File: src/rtl/cpu_pkg.sv
// cpu_pkg: types and widths shared by the processor-side disk loader path
package cpu_pkg;
    localparam int WORD_W = 32;
    localparam int HD_AW = 32;
    typedef enum logic [2:0] {IDLE, ISSUE, WAIT, WRITE, FINISH} loader_state_t;
endpackage

File: src/rtl/loader_latency_counter.sv
// loader_latency_counter: counts down a fixed disk read latency after an address is issued
module loader_latency_counter #(
    parameter int LATENCY = 2
) (
    input  logic clk,
    input  logic rst,
    input  logic load,
    input  logic dec,
    output logic expire
);
    localparam int W = $clog2(LATENCY + 1);
    logic [W-1:0] cnt;
    always_ff @(posedge clk or posedge rst) begin
        if (rst) cnt <= '0;
        else if (load) cnt <= W'(LATENCY);
        else if (dec && cnt != '0) cnt <= cnt - W'(1);
    end
    // flags the last wait cycle: the decrement taken on this edge reaches zero
    assign expire = cnt == W'(1);
endmodule

File: src/rtl/hd_program_loader.sv
// hd_program_loader: copies consecutive disk sectors into instruction memory, one word per sector
// Defining LOADER_CHECKSUM_EN adds a running sum of the loaded words on Checksum.
module hd_program_loader
    import cpu_pkg::*;
#(
    parameter int IMEM_AW = 10,
    parameter int READ_LATENCY = 2
) (
    input  logic                CLK,
    input  logic                Reset,
    input  logic                Start,
    input  logic [HD_AW-1:0]    Track,
    input  logic [HD_AW-1:0]    FirstSector,
    input  logic [IMEM_AW:0]    WordCount,
    input  logic [IMEM_AW-1:0]  DestAddr,
    output logic [HD_AW-1:0]    HdTrilha,
    output logic [HD_AW-1:0]    HdSetor,
    input  logic [WORD_W-1:0]   HdQ,
    output logic [IMEM_AW-1:0]  InstAddr,
    output logic [WORD_W-1:0]   InstData,
    output logic                InstWrite,
    output logic                Busy,
    output logic                Done,
    output logic                Error,
    output logic [WORD_W-1:0]   Checksum
);
    loader_state_t state, next;
    logic [IMEM_AW:0] remaining;
    logic [IMEM_AW+1:0] end_addr;
    logic fits, accept, expire;

    assign end_addr = {2'b00, DestAddr} + {1'b0, WordCount};
    assign fits = end_addr <= {2'b01, {IMEM_AW{1'b0}}};
    assign accept = state == IDLE && next == ISSUE;
    assign InstWrite = state == WRITE;
    assign Busy = state != IDLE;
    assign Done = state == FINISH;

    loader_latency_counter #(.LATENCY(READ_LATENCY)) u_latency (
        .clk(CLK),
        .rst(Reset),
        .load(state == ISSUE),
        .dec(state == WAIT),
        .expire(expire)
    );

    always_ff @(posedge CLK or posedge Reset) begin
        if (Reset) state <= IDLE;
        else state <= next;
    end

    always_comb begin
        next = state;
        case (state)
            IDLE:    next = !Start ? IDLE : WordCount == '0 ? FINISH : fits ? ISSUE : IDLE;
            ISSUE:   next = WAIT;
            WAIT:    next = expire ? WRITE : WAIT;
            WRITE:   next = remaining == (IMEM_AW+1)'(1) ? FINISH : ISSUE;
            FINISH:  next = IDLE;
            default: next = IDLE;
        endcase
    end

    // HD address registers double as the latched track/sector, so they only move on real reads
    always_ff @(posedge CLK or posedge Reset) begin
        if (Reset) begin
            HdTrilha <= '0;
            HdSetor <= '0;
            InstAddr <= '0;
            InstData <= '0;
            remaining <= '0;
            Error <= 1'b0;
        end else begin
            Error <= state == IDLE && Start && WordCount != '0 && !fits;
            if (accept) begin
                HdTrilha <= Track;
                HdSetor <= FirstSector;
                InstAddr <= DestAddr;
                remaining <= WordCount;
            end
            if (state == WAIT && expire) InstData <= HdQ;
            if (InstWrite) begin
                HdSetor <= HdSetor + 32'd1;
                InstAddr <= InstAddr + IMEM_AW'(1);
                remaining <= remaining - (IMEM_AW+1)'(1);
            end
        end
    end

`ifdef LOADER_CHECKSUM_EN
    logic [WORD_W-1:0] sum;
    always_ff @(posedge CLK or posedge Reset) begin
        if (Reset) sum <= '0;
        else if (accept) sum <= '0;
        else if (InstWrite) sum <= sum + InstData;
    end
    assign Checksum = sum;
`else
    assign Checksum = '0;
`endif
endmodule

File: config.mk
export PLATFORM = sky130hd
export DESIGN_NAME = hd_program_loader
export DESIGN_NICKNAME = d
export VERILOG_FILES = /design/src/rtl/cpu_pkg.sv /design/src/rtl/loader_latency_counter.sv /design/src/rtl/hd_program_loader.sv
export SDC_FILE = /design/constraint.sdc
export NUM_CORES = 1
export LEC_CHECK = 0
export CORE_MARGIN = 10
export CORE_UTILIZATION = 40
export DETAILED_ROUTE_END_ITERATION = 8
export PLACE_DENSITY = 0.82
export REMOVE_ABC_BUFFERS = 1
export SLEW_MARGIN = 20
export SYNTH_ARGS = -nofsm -noshare
export SYNTH_HDL_FRONTEND = slang
export SYNTH_SLANG_ARGS = --single-unit
File: constraint.sdc
create_clock -name CLK -period 3.5 [get_ports CLK]
set_clock_uncertainty 0.2 [all_clocks]
set_input_delay 0.35 -clock CLK [delete_from_list [all_inputs] [get_ports CLK]]
set_output_delay 0.35 -clock CLK [all_outputs]
set_load 0.005 [all_outputs]
* After elaboration in Yosys (flattened, before gate mapping)
Index checks and enable logic that the tools add are counted.
** Word-level totals
- Register bits :: 123
- Output and inout bits :: 142
- Logic and storage cells :: 49
** Cells by class
- Add/subtract/negate cells :: 5
- Magnitude comparators :: 1
- Equal/unequal tests :: 7
- Multiplexer cells :: 14
- Reductions and logical operators :: 14
** Operators with widths (count)
- two-way mux 32 bit :: 2
- adder 32 x 1 -> 32 bit (second input constant) :: 1
- two-way mux 11 bit :: 2
- two-way mux 10 bit :: 2
- adder 10 x 11 -> 12 bit :: 1
- less-or-equal comparator 12 x 11 -> 1 bit (second input constant) :: 1
- one-hot mux 3 bit (4 select lines) :: 1
- == test 11 x 1 -> 1 bit (second input constant) :: 1
- zero test 11 bit :: 1
- nonzero test 11 bit :: 1
- subtractor 11 x 1 -> 11 bit (second input constant) :: 1
- adder 10 x 1 -> 10 bit (second input constant) :: 1
- two-way mux 3 bit :: 3
- == test 3 x 1 -> 1 bit (second input constant) :: 2
- == test 3 x 2 -> 1 bit (second input constant) :: 2
- logical AND 1 bit :: 6
- nonzero test 2 bit :: 3
- two-way mux 2 bit :: 2
- == test 3 bit (second input constant) :: 1
- zero test 3 bit :: 1
- nonzero test 3 bit :: 1
- == test 2 x 1 -> 1 bit (second input constant) :: 1
- two-way mux 1 bit :: 2
- subtractor 2 x 1 -> 2 bit (second input constant) :: 1
- zero test 1 bit :: 1

* Longest topological paths before layout
Gate-level depths: netlist (run 1).
- Word-level depth :: 10
- Gate-level depth with buffers :: 12
- Mapped depth without buffers :: 10

* Hierarchy
From an unflattened synthesis (run 1), not the netlist that was laid out.
** Unflattened totals
- Cell total of the unflattened synthesis :: 669
- Area, all modules :: 6343.6 um^2
** Modules (own cells, without submodules)
- hd_program_loader :: instances 1, cells an instance 655, area an instance 6198.4 um^2
- loader_latency_counter :: instances 1, cells an instance 14, area an instance 145.1 um^2

* Worst setup path after synthesis (run 1)
No wires, ideal clock.
- Path kind :: in2reg
- Start point :: in WordCount[0]
- End point :: reg remaining[3]
- Setup time :: 126 ps
- Arrival time :: 2580 ps
- Required time :: 3174 ps
- Slack :: 594 ps
- Cell stages on the path :: 11
- Path through :: ha_1 -> fa_1 -> a211o_1 -> o21ai_0 -> mux2i_1 -> nand3_1 -> a2111oi_4 -> a22o_4 -> nor2_1 -> buf_6 -> a221o_1
** Between the ends
- Longest elaborated chain between the ends :: 9
- Elaborated cells on any way between the ends :: 10
** RTL lines
- from (decl) :: line hd_program_loader.sv:14 : input logic [IMEM_AW:0] WordCount,
- adder 10 x 11 -> 12 bit :: line hd_program_loader.sv:32 : assign end_addr = {2'b00, DestAddr} + {1'b0, WordCount};
- less-or-equal comparator 12 x 11 -> 1 bit :: line hd_program_loader.sv:33 : assign fits = end_addr <= {2'b01, {IMEM_AW{1'b0}}};
- two-way mux 1 bit :: line hd_program_loader.sv:55 : IDLE: next = !Start ? IDLE : WordCount == '0 ? FINISH : fits ? ISSUE : IDLE;
- two-way mux 3 bit * (2 in a row) :: line hd_program_loader.sv:55
- one-hot mux 3 bit (4 select lines) * :: line hd_program_loader.sv:54 : case (state)
- == test 3 x 1 -> 1 bit * :: line hd_program_loader.sv:34 : assign accept = state == IDLE && next == ISSUE;
- logical AND 1 bit * :: line hd_program_loader.sv:34
- nonzero test 2 bit (no line) *
- to (signal assigned) :: line hd_program_loader.sv:79 : remaining <= WordCount;
- to (signal assigned) :: line hd_program_loader.sv:85 : remaining <= remaining - (IMEM_AW+1)'(1);
- to (decl) :: line hd_program_loader.sv:28 : logic [IMEM_AW:0] remaining;
Every way passes the cells marked *; elsewhere a longest branch is shown, timed or not.
A chain may end at the register's enable or synchronous reset.

* Worst setup path after layout (run 1)
- Start point :: in DestAddr[0]
- End point :: reg HdSetor[28]
** Between the ends
- Longest elaborated chain between the ends :: 9
** RTL lines
- from (decl) :: line hd_program_loader.sv:15 : input logic [IMEM_AW-1:0] DestAddr,
- adder 10 x 11 -> 12 bit :: line hd_program_loader.sv:32
- less-or-equal comparator 12 x 11 -> 1 bit :: line hd_program_loader.sv:33
- two-way mux 1 bit :: line hd_program_loader.sv:55
- two-way mux 3 bit (2 in a row) :: line hd_program_loader.sv:55
- one-hot mux 3 bit (4 select lines) :: line hd_program_loader.sv:54
- == test 3 x 1 -> 1 bit :: line hd_program_loader.sv:34
- logical AND 1 bit :: line hd_program_loader.sv:34
- nonzero test 2 bit (no line)
- to (signal assigned) :: line hd_program_loader.sv:77 : HdSetor <= FirstSector;
- to (signal assigned) :: line hd_program_loader.sv:83 : HdSetor <= HdSetor + 32'd1;
- to (decl) :: line hd_program_loader.sv:17 : output logic [HD_AW-1:0] HdSetor,
Every way passes these cells.

==> results.md, run 1 <==
* Half-perimeter wire length after detailed placement at about 17 mm
* Top-area cell type share of the netlist area at a little under half
* Number of global-route vias before repair at 6187
* CTS tree: done
* Synth Instances at a little under 700
* Worst endpoint required time at 3610 ps
* Startpoint type of the worst setup path: input port
* Count of port buffers added during placement at 229
* Setup crit end kind: register
* Detailed-routing wirelength on met1 at between 9 and 10 mm
* Primary flip-flop cell chosen by synthesis mapping: sky130_fd_sc_hd__dfrtp_1
* DRC violations left at 0
* Total of endpoints with negative setup slack in the final report at 0
* Post-synthesis cell area at around 6600 um2
* Slew at the pin with the worst max-slew slack at a little under 600 ps
* Yosys cell types at 63
* Pins Over Slew Limit at 0
* Layout cell share with drive strength beyond 1 at about 15%
* Internal Power at about 5.1 mW
* Most area-hungry cell type in the Yosys netlist: sky130_fd_sc_hd__dfrtp_1
* Total iterations of the first detailed-routing run at 5
* Post-DR vias/cell at ~5.1
* I/O Pins at about 260
* Worst setup slack for register-to-register paths at 710 ps
* Layout Nets at between 1000 and 1500
* Switching Share at about a third
* Maximum clock path buffer count at 2
* Arrival @ worst endpoint at ~3400 ps
* Commonest non-fill, non-tap cell in the layout: sky130_fd_sc_hd__clkdlybuf4s50_1
* Number of antenna violations at the first check in global routing at 2
* Asr flop ratio synth at 100%
* Core area at roughly 16000 um2
* Violation count after the first detailed-routing iteration at roughly 370
* Total of fill cells in the finished design at around 1400
* Largest vdd supply drop at approximately 400 uV
* Sequential fraction of the synthesis area at ~47%
* Reg power frac at 34.9%
* Outcome: finished clean
* Post-route cell area at approximately 10000 um2
* Clock period minus final worst setup slack at roughly 3300 ps
* H-tree level count at 4
* Storage cell area at between 3000 and 4000 um2
* Clock latency of the later-clocked register in the worst-skew pair at 410 ps
* Hold Path Class: input port to asynchronous set/reset pin
* Count of flip-flops with a built-in enable after synthesis at 0
* Worst stage delay on the critical path at 440 ps
* Cell chain of the critical path: clkdlybuf4s50_1, ha_1, fa_1, a211o_1, o21ai_0, mux2i_1, nand3_1, a2111oi_4, a22o_4, buf_12, buf_16, nor3_1, a211oi_1
* Top library cells by usage in the layout, fill and taps aside: 229 x sky130_fd_sc_hd__clkdlybuf4s50_1, 135 x sky130_fd_sc_hd__nand2_1, 123 x sky130_fd_sc_hd__dfrtp_1
* Achievable clock frequency at ~0.31 GHz
* Effective utilization at floorplan at about two fifths
* Leakage dissipation at 4.34 nW
* Largest cells by area after synthesis: sky130_fd_sc_hd__dfrtp_1 47%, sky130_fd_sc_hd__nand2_1 7.7%, sky130_fd_sc_hd__mux2_2 5.7%
* Congestion Overflow GR at 0
* Highest fanout seen on the critical path at 39
* Number of cells on the critical path at 13
* Inserted Clock Buffers at 17
* Count of yosys warnings during synthesis at 0
* Area taken by multi-input logic gates at 3120 um2
* Clock network fraction of design power at 23.2%
* Number of sinks driven by the clock tree at about 120
* Post-placement cell area at 9350 um2
* FF+latch count, synth at around 120
* Clock transition at the registers of the reported paths at 60 ps
* Synthesized area per cell at 9.45 um2
* Post-cts resize count at 0
* Worst slew margin relative to its limit at around three fifths
* Uppermost metal layer occupied by signal nets: met5
* Floorplan die width at approximately 150 um
* Met3 wire length at 1.49 mm
* Slowest cell on crit path: sky130_fd_sc_hd__clkdlybuf4s50_1
* Root buf cell: sky130_fd_sc_hd__clkbuf_16
* Hold buffer count at cts at 0
* Routed wirelength normalized by instance count at between 15 and 20 um
* Sw Pwr at 2.58 mW
* Area of the die at about 22000 um2
* Setup TNS at 0 ps
* Die height at about 150 um
* Post-route ant nets at 0
* R2R depth at 9
* Maximum number of pins on one net before global-route repair at 51
* Setup repair after global routing missed its margin: no
* Wire length of the first global-routing pass at 34.1 mm
* Worst path buffer plus inverter count at 3
* Total power per unit cell area at just under 800 nW/um2
* Postcts setup bufs at 0
* Met2 wire len at between 10 and 15 mm
* Number of maximum-capacitance violations at 0
* Gr usage total at about 19%
* Placer congestion estimate at roughly 0.9
* Comb pwr share at a little over two fifths
* Gate family responsible for the most delay along the worst path: compound AO/OA/AOI/OAI gates
* Final number of hold-violating endpoints at 0
* Number of vias after detailed routing at 6101
* Row count at 46
* Area added between synthesis and finish at 51.6%
* Critical setup path kind: input port to register
* Period Utilization, post-route at a little over nine tenths
* Routed wire length at about 22 mm
kinds of logic after synthesis:
logic type      after synthesis  share of synthesized area (%)
simple gates                286                           19.7
compound gates              136                           15.3
flops                       123                           46.8
buf+inv                      89                           7.61
mux                          35                           5.96
fa+ha+maj                    17                           3.35
xor+xnor                      9                           1.20
other cells                   1                         0.0570
Yosys cell counts, types with 4 or more instances:
cell type                  number
sky130_fd_sc_hd__o221a_2       10
sky130_fd_sc_hd__nor2_1        42
sky130_fd_sc_hd__clkbuf_1      18
sky130_fd_sc_hd__nor3_1        22
sky130_fd_sc_hd__a211oi_1       7
sky130_fd_sc_hd__xnor2_1        7
sky130_fd_sc_hd__or3_1          8
sky130_fd_sc_hd__a221o_1        9
sky130_fd_sc_hd__or2_2          5
sky130_fd_sc_hd__inv_1         20
sky130_fd_sc_hd__o211ai_1       9
sky130_fd_sc_hd__nand2_1      135
sky130_fd_sc_hd__dfrtp_1      123
sky130_fd_sc_hd__mux2_2        33
sky130_fd_sc_hd__buf_2         13
sky130_fd_sc_hd__o21ai_0       26
sky130_fd_sc_hd__ha_1          16
sky130_fd_sc_hd__buf_4         34
sky130_fd_sc_hd__a21oi_1       29
sky130_fd_sc_hd__nor4_1        10
sky130_fd_sc_hd__a31oi_1        4
sky130_fd_sc_hd__nand4_1        6
sky130_fd_sc_hd__nand3_1       31
sky130_fd_sc_hd__o22ai_1        6
sky130_fd_sc_hd__and3_1        12
routing by layer:
metal	GRT usage, %	vias up
met2	32.1	231
met4	7.04	2
li1	-	2969
met3	5.86	23
met1	23.0	2876
met5	0	-
state kept, by name (all words and copies together) (netlist names):
register	count
HdSetor	32
InstAddr	10
Error	1
remaining	11
state	3
InstData	32
u_latency.cnt	2
HdTrilha	32
layout make-up:
class / instances / share of cell area (%)
sequential: 123 / 30.9
clock inverter: 14 / 1.72
multi-input combinational: 515 / 31.3
tap: 216 / 2.71
antenna: 1 / 0.0251
clock buffer: 17 / 4.27
inverter: 20 / 0.778
timing repair buffer: 289 / 28.3
metrics by stage:
stage	std cells	utilization (%)	power (mW)	setup WS [ps]	hold WS, ps
CTS	1194	62.2	7.78	45.8	149
global placement	1163	58.4	5.83	-305	257
global route	1195	62.3	8.23	21.6	171
detailed placement	1163	58.4	5.95	-407	261
floorplan	658	-	3.93	-1060	255
finish	1195	62.3	7.72	223	140
power by group through the flow:
stage	clock network [mW]	registers [mW]	logic, mW
3_5_place_dp	0	2.70	3.25
4_1_cts	1.82	2.69	3.27
5_1_grt	1.89	2.80	3.54
2_1_floorplan	0	2.64	1.29
6_report	1.79	2.70	3.23
3_3_place_gp	0	2.65	3.18
worst paths after layout:
path,end,startpoint
setup / recovery,HdSetor[28],DestAddr[0]
hold / removal,InstData[15],Reset
setup reg to reg,HdSetor[30],HdSetor[0]
hold reg to reg,HdTrilha[1],HdTrilha[1]
max in group asynchronous,HdSetor[5],Reset
min in group CLK,HdTrilha[4],Track[4]
(Power assumes the default switching activity.)
==> inputs of run 2 (changes only) <==
CORE_UTILIZATION = 35   (was 40)
PLACE_DENSITY = 0.73   (was 0.82)
==> run 2 against run 1 <==
Design area increased by 0.13%. Final cell count increased by 1.9%. Via count increased by 1.0%. Count of clock-buffer cells in the layout unchanged. First-iteration DRC count increased by 3.2%. Critical path type unchanged.
==> results.md, run 2 (synthesis results as in run 1) <==
* Hold Path Class: input port to asynchronous set/reset pin (unchanged)
* Row count at 50 (was 46)
* Setup crit end kind: register (unchanged)
* Area added between synthesis and finish at 51.8% (was 51.6%)
* Half-perimeter wire length after detailed placement at 16.8 mm (was 16.7 mm)
* Regs by FF count: HdSetor (32), HdTrilha (32), InstData (32) (unchanged)
* Cell chain of the critical path: clkdlybuf4s50_1, ha_1, and3_1, a221o_1, or3_1, a21o_1, a21boi_2, a22o_4, buf_12, nor3_1, a211oi_1 (was clkdlybuf4s50_1, ha_1, fa_1, a211o_1, o21ai_0, mux2i_1, nand3_1, a2111oi_4, a22o_4, buf_12, buf_16, nor3_1, a211oi_1)
* Post-DR vias/cell at 5.06 (was 5.11)
* Period Utilization, post-route at 90.6% (was 93.6%)
* Commonest non-fill, non-tap cell in the layout: sky130_fd_sc_hd__clkdlybuf4s50_1 (unchanged)
* Count of port buffers added during placement at 229 (unchanged)
* Arrival @ worst endpoint at 3300 ps (was 3390 ps)
* Worst slew margin relative to its limit at 51.9% (was 60.6%)
* Slowest cell on crit path: sky130_fd_sc_hd__clkdlybuf4s50_1 (unchanged)
* Floorplan die width at 157 um (was 148 um)
* Layout cell share with drive strength beyond 1 at 15.7% (was 15.2%)
* Startpoint type of the worst setup path: input port (unchanged)
* Area of the die at 24700 um2 (was 22000 um2)
* I/O Pins at 262 (unchanged)
* Hold buffer count at cts at 0 (unchanged)
* Largest vdd supply drop at 354 uV (was 401 uV)
* Clock transition at the registers of the reported paths at 60 ps (about the same)
* Root buf cell: sky130_fd_sc_hd__clkbuf_16 (unchanged)
* Total iterations of the first detailed-routing run at 5 (unchanged)
* Inserted Clock Buffers at 17 (unchanged)
* Placer congestion estimate at 0.881 (was 0.898)
* Wire length of the first global-routing pass at 33.7 mm (was 34.1 mm)
* Post-route ant nets at 0 (unchanged)
* Number of global-route vias before repair at 6126 (was 6187)
* Outcome: finished clean (unchanged)
* Top library cells by usage in the layout, fill and taps aside: 229 x sky130_fd_sc_hd__clkdlybuf4s50_1, 135 x sky130_fd_sc_hd__nand2_1, 123 x sky130_fd_sc_hd__dfrtp_1 (unchanged)
* Maximum clock path buffer count at 2 (unchanged)
* Core area at 18600 um2 (was 16000 um2)
* Total of endpoints with negative setup slack in the final report at 0 (unchanged)
* Routed wirelength normalized by instance count at 18.1 um (was 18.3 um)
* CTS tree: done (unchanged)
* Highest fanout seen on the critical path at 74 (was 39)
* DRC violations left at 0 (unchanged)
* Slew at the pin with the worst max-slew slack at 722 ps (was 590 ps)
* Number of maximum-capacitance violations at 0 (unchanged)
* Effective utilization at floorplan at 35.4% (was 41.1%)
* Leakage dissipation at 4.34 nW (about the same)
* H-tree level count at 4 (unchanged)
* Final number of hold-violating endpoints at 0 (unchanged)
* Number of sinks driven by the clock tree at 123 (unchanged)
* Violation count after the first detailed-routing iteration at 384 (was 372)
* Number of vias after detailed routing at 6165 (was 6101)
* Final setup slack of the worst path at 327 ps (was 223 ps)
* Layout Nets at 1107 (was 1103)
* Critical setup path kind: input port to register (unchanged)
* Placement-stage worst setup slack at -466 ps (was -407 ps)
* Worst path buffer plus inverter count at 2 (was 3)
* Maximum number of pins on one net before global-route repair at 75 (was 51)
* Post-placement cell area at 9380 um2 (was 9350 um2)
* Pins Over Slew Limit at 0 (unchanged)
* Worst endpoint required time at 3620 ps (was 3610 ps)
* Gate family responsible for the most delay along the worst path: compound AO/OA/AOI/OAI gates (unchanged)
* Number of antenna violations at the first check in global routing at 2 (unchanged)
* Clock latency of the later-clocked register in the worst-skew pair at 420 ps (was 410 ps)
* Routed wire length at 22.1 mm (was 21.9 mm)
* Clock period minus final worst setup slack at 3170 ps (was 3280 ps)
* Achievable clock frequency at 0.315 GHz (was 0.305 GHz)
* Total power per unit cell area at 769 nW/um2 (was 774 nW/um2)
* Post-route cell area at 9980 um2 (was 9970 um2)
* Die height at 157 um (was 148 um)
* Gr usage total at 17.3% (was 19.3%)
* Setup repair after global routing missed its margin: no (unchanged)
* Worst stage delay on the critical path at 430 ps (was 440 ps)
* Congestion Overflow GR at 0 (unchanged)
run 2: metal layers:
metal  global-route usage (%)  part of all wire, %  routed length, um  vias to the layer above
li1                         -                    -                  -                     2980
met1                     20.7                   41               8960                     2956
met4                     5.88                  1.9                425                        2
met2                     28.7                   50              11100                      198
met3                     5.43                  7.3               1600                       29
met5                        0                0.072                 16                        -
run 2: layout make-up:
cell class | count | area, um2
Antenna cell | 1 | 2.50
Clock buffer | 17 | 425
Clock inverter | 15 | 164
Fill cell | 1682 | 8600
Inverter | 20 | 77.6
Multi-Input combinational cell | 515 | 3120
Sequential cell | 123 | 3080
Tap cell | 234 | 293
Timing Repair Buffer | 293 | 2820
run 2: path summary, 6_finish.rpt:
| check | startpoint | endpoint | slack [ps] | depth (start not counted) |
|---|---|---|---|---|
| max | WordCount[4] | HdSetor[11] | 330 | 11 |
| min reg2reg | HdTrilha[3] | HdTrilha[3] | 280 | 2 |
| min | Reset | InstData[20] | 210 | 2 |
| max in group asynchronous | Reset | InstData[17] | 2020 | 3 |
| max reg2reg | HdSetor[0] | HdSetor[30] | 710 | 9 |
| min in group CLK | Track[5] | HdTrilha[5] | 250 | 3 |
run 2: per-stage QoR:
step	hold slack [ps]	total power [mW]	utilization, %	instances	TNS (ps)
3_5_place_dp	260	5.94	50.5	1185	-21180
3_3_place_gp	256	5.84	50.5	1185	-18940
4_1_cts	236	7.75	53.7	1217	0
5_1_grt	256	8.18	53.7	1217	0
2_1_floorplan	255	3.93	-	658	-82720
6_report	211	7.68	53.7	1218	0
run 2: timing repair:
action | 4_1_cts | 5_1_grt
endpoints found under the setup margin | 2 | 9
gates resized for setup | 1 | 4
buffers inserted | 0 | 0
endpoints found under the hold margin | 0 | 0
run 2: power breakdown:
group	internal [mW]	switching [mW]	total [mW]
clock	1.06	0.714	1.78
sequential	2.10	0.582	2.68
combinational	1.91	1.31	3.22
total	5.07	2.61	7.68
